===== config.mk =====
export PLATFORM = sky130hd
export DESIGN_NAME = cp0_param
export DESIGN_NICKNAME = d
export VERILOG_FILES = /design/src/rtl/cp0_pkg.sv /design/src/rtl/cp0_timer.sv /design/src/rtl/cp0_param.sv
export SDC_FILE = /design/constraint.sdc
export NUM_CORES = 1
export LEC_CHECK = 0
export CAP_MARGIN = 20
export CELL_PAD_IN_SITES_DETAIL_PLACEMENT = 1
export CELL_PAD_IN_SITES_GLOBAL_PLACEMENT = 1
export CORE_MARGIN = 3
export CORE_UTILIZATION = 26
export DETAILED_ROUTE_END_ITERATION = 10
export HOLD_SLACK_MARGIN = 0.15
export PLACE_DENSITY = 0.8
export SLEW_MARGIN = 20
export SYNTH_ARGS = -nofsm -noshare
export SYNTH_HDL_FRONTEND = slang
export SYNTH_SLANG_ARGS = --single-unit

===== constraint.sdc =====
create_clock -name Clock -period 1.52 [get_ports Clock]
set_input_delay 0.304 -clock Clock [delete_from_list [all_inputs] [get_ports Clock]]
set_output_delay 0.304 -clock Clock [all_outputs]
set_load 0.05 [all_outputs]

===== src/rtl/cp0_pkg.sv =====
// cp0_pkg: shared constants and helpers for the CP0 coprocessor.
// Holds the register address map, SR/Cause bit positions, exception codes
// and the packing helpers that build the SR and Cause read views.
package cp0_pkg;

    // Register addresses (RA/WA)
    localparam logic [4:0] CP0_COUNT   = 5'd9;
    localparam logic [4:0] CP0_COMPARE = 5'd11;
    localparam logic [4:0] CP0_SR      = 5'd12;
    localparam logic [4:0] CP0_CAUSE   = 5'd13;
    localparam logic [4:0] CP0_EPC     = 5'd14;
    localparam logic [4:0] CP0_PRID    = 5'd15;

    // Bit positions inside SR / Cause
    localparam int IM_LO    = 10;   // IM/IP field occupies [15:10]
    localparam int IP_TIMER = 15;   // timer interrupt position
    localparam int EXL_BIT  = 1;
    localparam int IE_BIT   = 0;
    localparam int IM_W     = 6;    // width of the IM/IP field
    localparam int BD_BIT   = 31;
    localparam int EXC_LO   = 2;    // ExcCode occupies [6:2]

    // Exception codes loaded into Cause.ExcCode
    typedef enum logic [4:0] {
        EXC_INT  = 5'd0,
        EXC_MOD  = 5'd1,
        EXC_TLBL = 5'd2,
        EXC_TLBS = 5'd3,
        EXC_ADEL = 5'd4,
        EXC_ADES = 5'd5,
        EXC_IBE  = 5'd6,
        EXC_DBE  = 5'd7,
        EXC_SYS  = 5'd8,
        EXC_BP   = 5'd9,
        EXC_RI   = 5'd10,
        EXC_CPU  = 5'd11,
        EXC_OV   = 5'd12,
        EXC_TR   = 5'd13
    } exc_code_e;

    // SR read view: {16'b0, IM, 8'b0, EXL, IE}
    function automatic logic [31:0] pack_sr(input logic [IM_W-1:0] im,
                                            input logic exl,
                                            input logic ie);
        logic [31:0] sr;
        sr                 = '0;
        sr[IM_LO +: IM_W]  = im;
        sr[EXL_BIT]        = exl;
        sr[IE_BIT]         = ie;
        return sr;
    endfunction

    // Cause read view: {BD, 15'b0, IP, 3'b0, ExcCode, 2'b0}
    function automatic logic [31:0] pack_cause(input logic bd,
                                               input logic [IM_W-1:0] ip,
                                               input logic [4:0] exc);
        logic [31:0] c;
        c                  = '0;
        c[BD_BIT]          = bd;
        c[IM_LO +: IM_W]   = ip;
        c[EXC_LO +: 5]     = exc;
        return c;
    endfunction

endpackage


===== src/rtl/cp0_timer.sv =====
// cp0_timer: Count/Compare timer for CP0 (only instantiated when the
// CP0_TIMER_EN macro is defined in the top).
// A prescaler divides the clock by TICK_DIV; each wrap advances Count.
// pending sets when an increment lands Count on Compare and stays set until
// Compare is written.
module cp0_timer #(
    parameter int TICK_DIV = 2
) (
    input  logic        clk_i,
    input  logic        rst_i,
    input  logic        count_we_i,
    input  logic        compare_we_i,
    input  logic [31:0] wd_i,
    output logic [31:0] count_o,
    output logic [31:0] compare_o,
    output logic        pending_o
);

    localparam int            PW       = (TICK_DIV > 1) ? $clog2(TICK_DIV) : 1;
    localparam logic [PW-1:0] PRE_LAST = PW'(TICK_DIV - 1);

    logic [PW-1:0] presc_q, presc_d;
    logic [31:0]   count_q, count_d;
    logic [31:0]   compare_q, compare_d;
    logic          pending_q, pending_d;
    logic          tick;
    logic [31:0]   count_inc;

    // Prescaler: free-running 0..TICK_DIV-1; a Count write never restarts it
    always_comb begin
        tick    = (presc_q == PRE_LAST);
        presc_d = tick ? '0 : presc_q + 1'b1;
    end

    // Count/Compare/pending next state; written values beat the increment,
    // and a Compare write beats a simultaneous match
    always_comb begin
        count_inc = count_q + 32'd1;
        count_d   = count_q;
        compare_d = compare_q;
        pending_d = pending_q;

        if (count_we_i) begin
            count_d = wd_i;
        end else if (tick) begin
            count_d = count_inc;
        end

        if (compare_we_i) begin
            compare_d = wd_i;
        end

        if (compare_we_i) begin
            pending_d = 1'b0;
        end else if (tick && !count_we_i && (count_inc == compare_q)) begin
            pending_d = 1'b1;
        end
    end

    // Timer state registers
    always_ff @(posedge clk_i or posedge rst_i) begin
        if (rst_i) begin
            presc_q   <= '0;
            count_q   <= '0;
            compare_q <= '0;
            pending_q <= 1'b0;
        end else begin
            presc_q   <= presc_d;
            count_q   <= count_d;
            compare_q <= compare_d;
            pending_q <= pending_d;
        end
    end

    assign count_o   = count_q;
    assign compare_o = compare_q;
    assign pending_o = pending_q;

endmodule


===== src/rtl/cp0_param.sv =====
// cp0_param: parametrised CP0 (SR, Cause, EPC, PRID, optional timer).
// Optional feature macro: CP0_TIMER_EN adds Count/Compare and the timer
// interrupt on IP[15]; without it addresses 9/11 read 0 and line 5 of
// HWInt (when NUM_INT = 6) sits on bit 15.
// Update priority each cycle: ExlSet > ExlClr > WE. Whichever of the three
// is active alone takes effect; a lower-priority strobe in the same cycle
// is dropped entirely.
module cp0_param
    import cp0_pkg::*;
#(
    parameter int          NUM_INT  = 6,
    parameter int          TICK_DIV = 2,
    parameter logic [31:0] PRID_VAL = 32'h19990805
) (
    input  logic               Clock,
    input  logic               Reset,
    input  logic               WE,
    input  logic               ExlSet,
    input  logic               ExlClr,
    input  logic [4:0]         RA,
    input  logic [4:0]         WA,
    input  logic [31:0]        WD,
    input  logic [31:0]        PC,
    input  logic [4:0]         ExcCode,
    input  logic               BD,
    input  logic [NUM_INT-1:0] HWInt,
    output logic               IntReq,
    output logic [31:0]        EPC,
    output logic [31:0]        RD,
    output logic               TimerInt
);

    logic [IM_W-1:0] im_q, im_d;
    logic            exl_q, exl_d;
    logic            ie_q, ie_d;
    logic            bd_q, bd_d;
    logic [4:0]      exc_q, exc_d;
    logic [31:0]     epc_q, epc_d;
    logic [IM_W-1:0] ip;
    logic            wr_en;

    // A software write only lands when no exception entry/return is active
    assign wr_en = WE & ~ExlSet & ~ExlClr;

`ifdef CP0_TIMER_EN
    logic [31:0] count_val;
    logic [31:0] compare_val;
    logic        timer_pending;
    logic        count_we;
    logic        compare_we;

    assign count_we   = wr_en && (WA == CP0_COUNT);
    assign compare_we = wr_en && (WA == CP0_COMPARE);

    cp0_timer #(
        .TICK_DIV (TICK_DIV)
    ) u_timer (
        .clk_i        (Clock),
        .rst_i        (Reset),
        .count_we_i   (count_we),
        .compare_we_i (compare_we),
        .wd_i         (WD),
        .count_o      (count_val),
        .compare_o    (compare_val),
        .pending_o    (timer_pending)
    );

    assign TimerInt = timer_pending;
`else
    assign TimerInt = 1'b0;
`endif

    // Live interrupt-pending view: external lines plus the timer flag
    always_comb begin
        ip = '0;
        for (int i = 0; i < NUM_INT; i++) begin
            ip[i] = HWInt[i];
        end
`ifdef CP0_TIMER_EN
        ip[IP_TIMER - IM_LO] = timer_pending;
`endif
    end

    // Interrupt request: any enabled pending line while IE=1 and EXL=0
    always_comb begin
        IntReq = (|(im_q & ip)) & ie_q & ~exl_q;
    end

    // Next-state for SR/Cause/EPC following the ExlSet > ExlClr > WE order
    always_comb begin
        im_d  = im_q;
        exl_d = exl_q;
        ie_d  = ie_q;
        bd_d  = bd_q;
        exc_d = exc_q;
        epc_d = epc_q;

        if (ExlSet) begin
            exl_d = 1'b1;
            bd_d  = BD;
            exc_d = ExcCode;
            epc_d = PC;
        end else if (ExlClr) begin
            exl_d = 1'b0;
        end else if (WE) begin
            case (WA)
                CP0_SR: begin
                    im_d  = WD[IM_LO +: IM_W];
                    exl_d = WD[EXL_BIT];
                    ie_d  = WD[IE_BIT];
                end
                CP0_CAUSE: begin
                    bd_d  = WD[BD_BIT];
                    exc_d = WD[EXC_LO +: 5];
                end
                CP0_EPC: begin
                    epc_d = WD;
                end
                default: begin
                end
            endcase
        end
    end

    // Architectural register state
    always_ff @(posedge Clock or posedge Reset) begin
        if (Reset) begin
            im_q  <= '0;
            exl_q <= 1'b0;
            ie_q  <= 1'b0;
            bd_q  <= 1'b0;
            exc_q <= '0;
            epc_q <= '0;
        end else begin
            im_q  <= im_d;
            exl_q <= exl_d;
            ie_q  <= ie_d;
            bd_q  <= bd_d;
            exc_q <= exc_d;
            epc_q <= epc_d;
        end
    end

    // Read mux: combinational from registers and live IP, no WD bypass
    always_comb begin
        RD = '0;
        case (RA)
            CP0_SR:      RD = pack_sr(im_q, exl_q, ie_q);
            CP0_CAUSE:   RD = pack_cause(bd_q, ip, exc_q);
            CP0_EPC:     RD = epc_q;
            CP0_PRID:    RD = PRID_VAL;
`ifdef CP0_TIMER_EN
            CP0_COUNT:   RD = count_val;
            CP0_COMPARE: RD = compare_val;
`endif
            default:     RD = '0;
        endcase
    end

    assign EPC = epc_q;

endmodule


# Yosys cells after proc, flatten, opt, wreduce, memory -nomap -nowiden
# Cells that the tools add are included.
[totals]
register_bits = 46
elab_cells = 47
[op_classes]
n_eq_ne = 8
muxes = 17
bitwise_logic = 6
n_reduce_logical = 10
[op_table]
columns = ["operator", "n"]
rows = [
  ["32-bit 2-to-1 mux", 4],
  ["32-bit case mux with 4 select lines", 1],
  ["5-bit by 4-bit equality test with 1-bit output, second input constant", 7],
  ["5-bit 2-to-1 mux", 4],
  ["1-bit 2-to-1 mux", 8],
  ["6-bit AND", 1],
  ["3-bit AND reduction", 2],
  ["2-bit nonzero test", 3],
  ["3-bit nonzero test", 2],
  ["6-bit OR reduction", 1],
  ["4-bit AND reduction", 1],
  ["1-bit NOT", 3],
  ["1-bit AND", 2],
  ["2-bit != test, second input constant", 1],
  ["2-bit AND reduction", 1],
]

# Logic depth before layout (Yosys ltp)
[depth]
depth_word = 5
depth_mapped = 6

# Least setup slack after synthesis
# OpenSTA, ideal clock, no wires.
[synth_timing]
path_kind = "reg2out"
startpoint = "register epc_q[11] (netlist: EPC[11])"
endpoint = "output RD[11]"
t_arrival_ps = 1864
required_ps = 1216
setup_slack_ps = -648
path_stages_with_launch = 3
n_path_buf = 0
path_cell_list = "dfrtp_1 a211oi_1 nor3_1"
[synth_between]
elab_chain_len = 1
[synth_lines]
columns = ["item", "line_no", "text"]
rows = [
  ["from (decl)", "cp0_param.sv:38", "logic [31:0] epc_q, epc_d;"],
  ["from (signal assigned)", "cp0_param.sv:140", "epc_q <= epc_d;"],
  ["32-bit case mux with 4 select lines", "cp0_param.sv:147", "case (RA)"],
  ["to (decl)", "cp0_param.sv:29", "output logic [31:0] RD,"],
]
# No other way between the ends.

# Worst setup path in the final report
[layout_timing]
startpoint = "input RA[4]"
endpoint = "output RD[12]"
[layout_between]
elab_chain_len = 2
word_cells_on_any_way = 5
[layout_lines]
columns = ["item", "line_no", "text"]
rows = [
  ["from (decl)", "cp0_param.sv:20", "input logic [4:0] RA,"],
  ["5-bit by 4-bit equality test with 1-bit output", "cp0_param.sv:147", ""],
  ["32-bit case mux with 4 select lines *", "cp0_param.sv:147", ""],
]
# Mark *: on every way between the ends. The rest lies on a longest branch, timed or not.

==> metrics.md <==
| Metric | Value |
|---|---|
| Status | finished with violations |
| Failing checks | negative setup slack |
| CP endpoint kind | primary output |
| RSZ-0062 raised after global routing | yes |
| Top FF cell, synth | dfrtp_1 |
| CP max stage cell | nand3b_1 |
| Core area | 0.0111 mm² |
| Crit-path most repeated cell | buf_6 |
| Post-route DRC | 0 |
| Min-delay worst type | input pin to async pin |
| Multi-input logic area | 0.00201 mm² |
| Skew final | 0 ps |
| Final period util | 1.13 |
| CTS tree | built |
| Hold Vio Cnt, Final | 0 |
| Nets@finish | 589 |
| Antenna viol nets, final | 0 |
| Setup CP Type | input pin to primary output |
| Req. time, crit path | 1220 ps |
| CP startpoint kind | input pin |
| First-pass DRT Iterations | 4 |
| Top cells by area, synth | dfrtp_1, a221o_1, nor2b_1, nor4_1, nand2b_1 |
| Crit path max fanout | 8 |
| Cells after Synth | 327 |
| Avg WL per Cell | 20.8 µm |
| GRT Total Usage | 0.202 |
| #FFs+latches synth | 46 |
| Hold buffer count at cts | 0 |
| Worst path cell trace | buf_6, nand3b_1, buf_6, buf_6, a21oi_4, buf_12 |
| Total number of vias | 3,364 |
| Std cell rows | 38 |
| Die area | 0.0129 mm² |
| Avg Synthesized Cell Area | 9.23 µm² |
| Maxcap violations | 0 |
| Lkg Pwr | 2.44 nW |
| Placer Congestion | 0.735 |
| Post-Syn Area | 0.00302 mm² |
| Bufs and invs on worst path | 4 |
| Final setup viols | 26 |
| Clk sinks | 46 |
| Syn nets | 418 |
| CP peak stage delay | 300 ps |
| Most frequent cells in the layout | clkdlybuf4s50_1, buf_12, dfrtp_1 |
| Synth cell types | 32 |
| Fmax | 583 MHz |
| Vias per Instance | 5.26 |
| Reg area | 0.00116 mm² |
| Initial Util | 0.273 |
| Die Y | 114 µm |
| Worst-path clk slew | 60 ps |
| Area Growth Syn to Fin | 103% |
| WL final | 13,300 µm |
| CP arrival | 1410 ps |
| Vias in the first global route | 3,758 |
| # fillers | 1,155 |
| Fin util | 0.552 |
| Pins over their slew limit | 0 |
| Top-area cell type share of the netlist area | 0.381 |
| VDD IR max | 404 µV |
| Async SR Flop Fraction | 1.00 |
| Clock root buffer | clkbuf_16 |
| Layout cell share with drive strength beyond 1 | 0.391 |
| Die width | 114 µm |
| Post-synth top area cell | dfrtp_1 |
| Setup TNS | -3860 ps |
| Post-DP HPWL | 9730 µm |
| N_diodes | 0 |
| # IOs | 157 |
| First-pass GRT wire length | 20,500 µm |
| Crit-path leading delay family | buffers and inverters |
| Power per cell area | 691 mW/mm² |
| Iteration-0 DRC Markers | 90 |
| Port Buf Inserts | 155 |
| Maximum root-to-sink buffer count | 2 |
| Num CTS Buffers | 5 |
| EDFF count, synth | 0 |
| Most common cell after layout, fill and taps aside | clkdlybuf4s50_1 |
| GR Overflow Total | 0 |
| Sequential area share after synthesis | 0.381 |
| Number of levels in the clock H-tree | 2 |
| Min cycle time layout | 1710 ps |
| Largest net degree at the start of global routing | 58 |
| Final Worst Setup Slack | -195 ps |
| Clock latency on the worst-skew pair | 290 ps |
| Antenna violations before repair | 0 |
| Ys Warns | 0 |
tightest hold or removal path, stage by stage:
cell             delay (ps)
clkdlybuf4s50_1         420
inv_2                    70
buf_12                  250
state kept, by name, indices dropped and copies added (netlist names):
register / cells
EPC: 32
bd_q: 1
exc_q: 5
exl_q: 1
ie_q: 1
im_q: 6
layer usage:
metal | GRT usage | up-vias | part of all wire
met5 | 0 | - | 0
met4 | 0.0633 | 0 | 0.028
met3 | 0.0467 | 30 | 0.061
met2 | 0.357 | 123 | 0.51
met1 | 0.242 | 1670 | 0.40
li1 | - | 1541 | -
worst paths after layout:
check	slack, ps	cells after the start	endpoint	start
setup / recovery	-190	6	RD[12]	RA[4]
hold / removal	370	3	EPC[9]$_DFFE_PP0P_	Reset
setup reg to reg	340	3	EPC[11]$_DFFE_PP0P_	EPC[11]$_DFFE_PP0P_
hold reg to reg	570	1	im_q[2]$_DFFE_PP0P_	im_q[2]$_DFFE_PP0P_
max in group asynchronous	890	3	exl_q$_DFFE_PP0P_	Reset
min in group Clock	540	3	im_q[0]$_DFFE_PP0P_	ExlSet
stage by stage:
stage,hold slack [ps],setup WS [ps],cell area [µm²],std cells,total power [W]
2_1_floorplan,451,-235,3290,327,0.00219
6_report,372,-195,6120,639,0.00423
3_3_place_gp,503,-575,5730,619,0.00301
3_5_place_dp,531,-601,5730,619,0.00305
4_1_cts,385,-184,6040,635,0.00423
5_1_grt,389,-212,6120,639,0.00440
repair_timing:
action	4_1_cts	5_1_grt
gates resized for setup	70	16
buffers inserted	7	4
endpoints found under the hold margin	0	0
endpoints found under the setup margin	79	42
pin swaps	8	13
gates cloned	1	1
final cells by class:
| class | instances | share of cell area |
|---|---|---|
| multi-input cells | 240 | 0.329 |
| clock buffers | 8 | 0.0239 |
| well taps | 140 | 0.0286 |
| inverters | 4 | 0.00245 |
| flip-flops and latches | 46 | 0.190 |
| repair buffers | 201 | 0.427 |
cell families (layout without fill, tap and decap cells):
family,Yosys count,in the layout,share of synthesized area
and+or+nand+nor,165,165,0.324
DFF,46,46,0.381
buffers and inverters,41,213,0.0634
AOI/OAI and AO/OA,61,61,0.176
muxes,13,13,0.0547
other,1,1,0.00124
synth_stat cells, drive strengths merged (4+ instances only):
cell type and n:
nor2 19, clkbuf 27, buf 10, a221o 36, dfrtp 46, a22oi 8
or2 6, and2 11, nor4 36, nand2b 32, nor2b 41, a21oi 7
mux2 7, inv 4, mux2i 6, nand2 11
where the power goes:
group / switching, W / internal (W) / leakage (nW)
logic: 0.000774 / 0.000856 / 1.81
registers: 0.000137 / 0.00134 / 0.560
clock network: 0.000467 / 0.000657 / 0.0712
total: 0.00138 / 0.00285 / 2.44
Power figures use the tool's default switching activity.
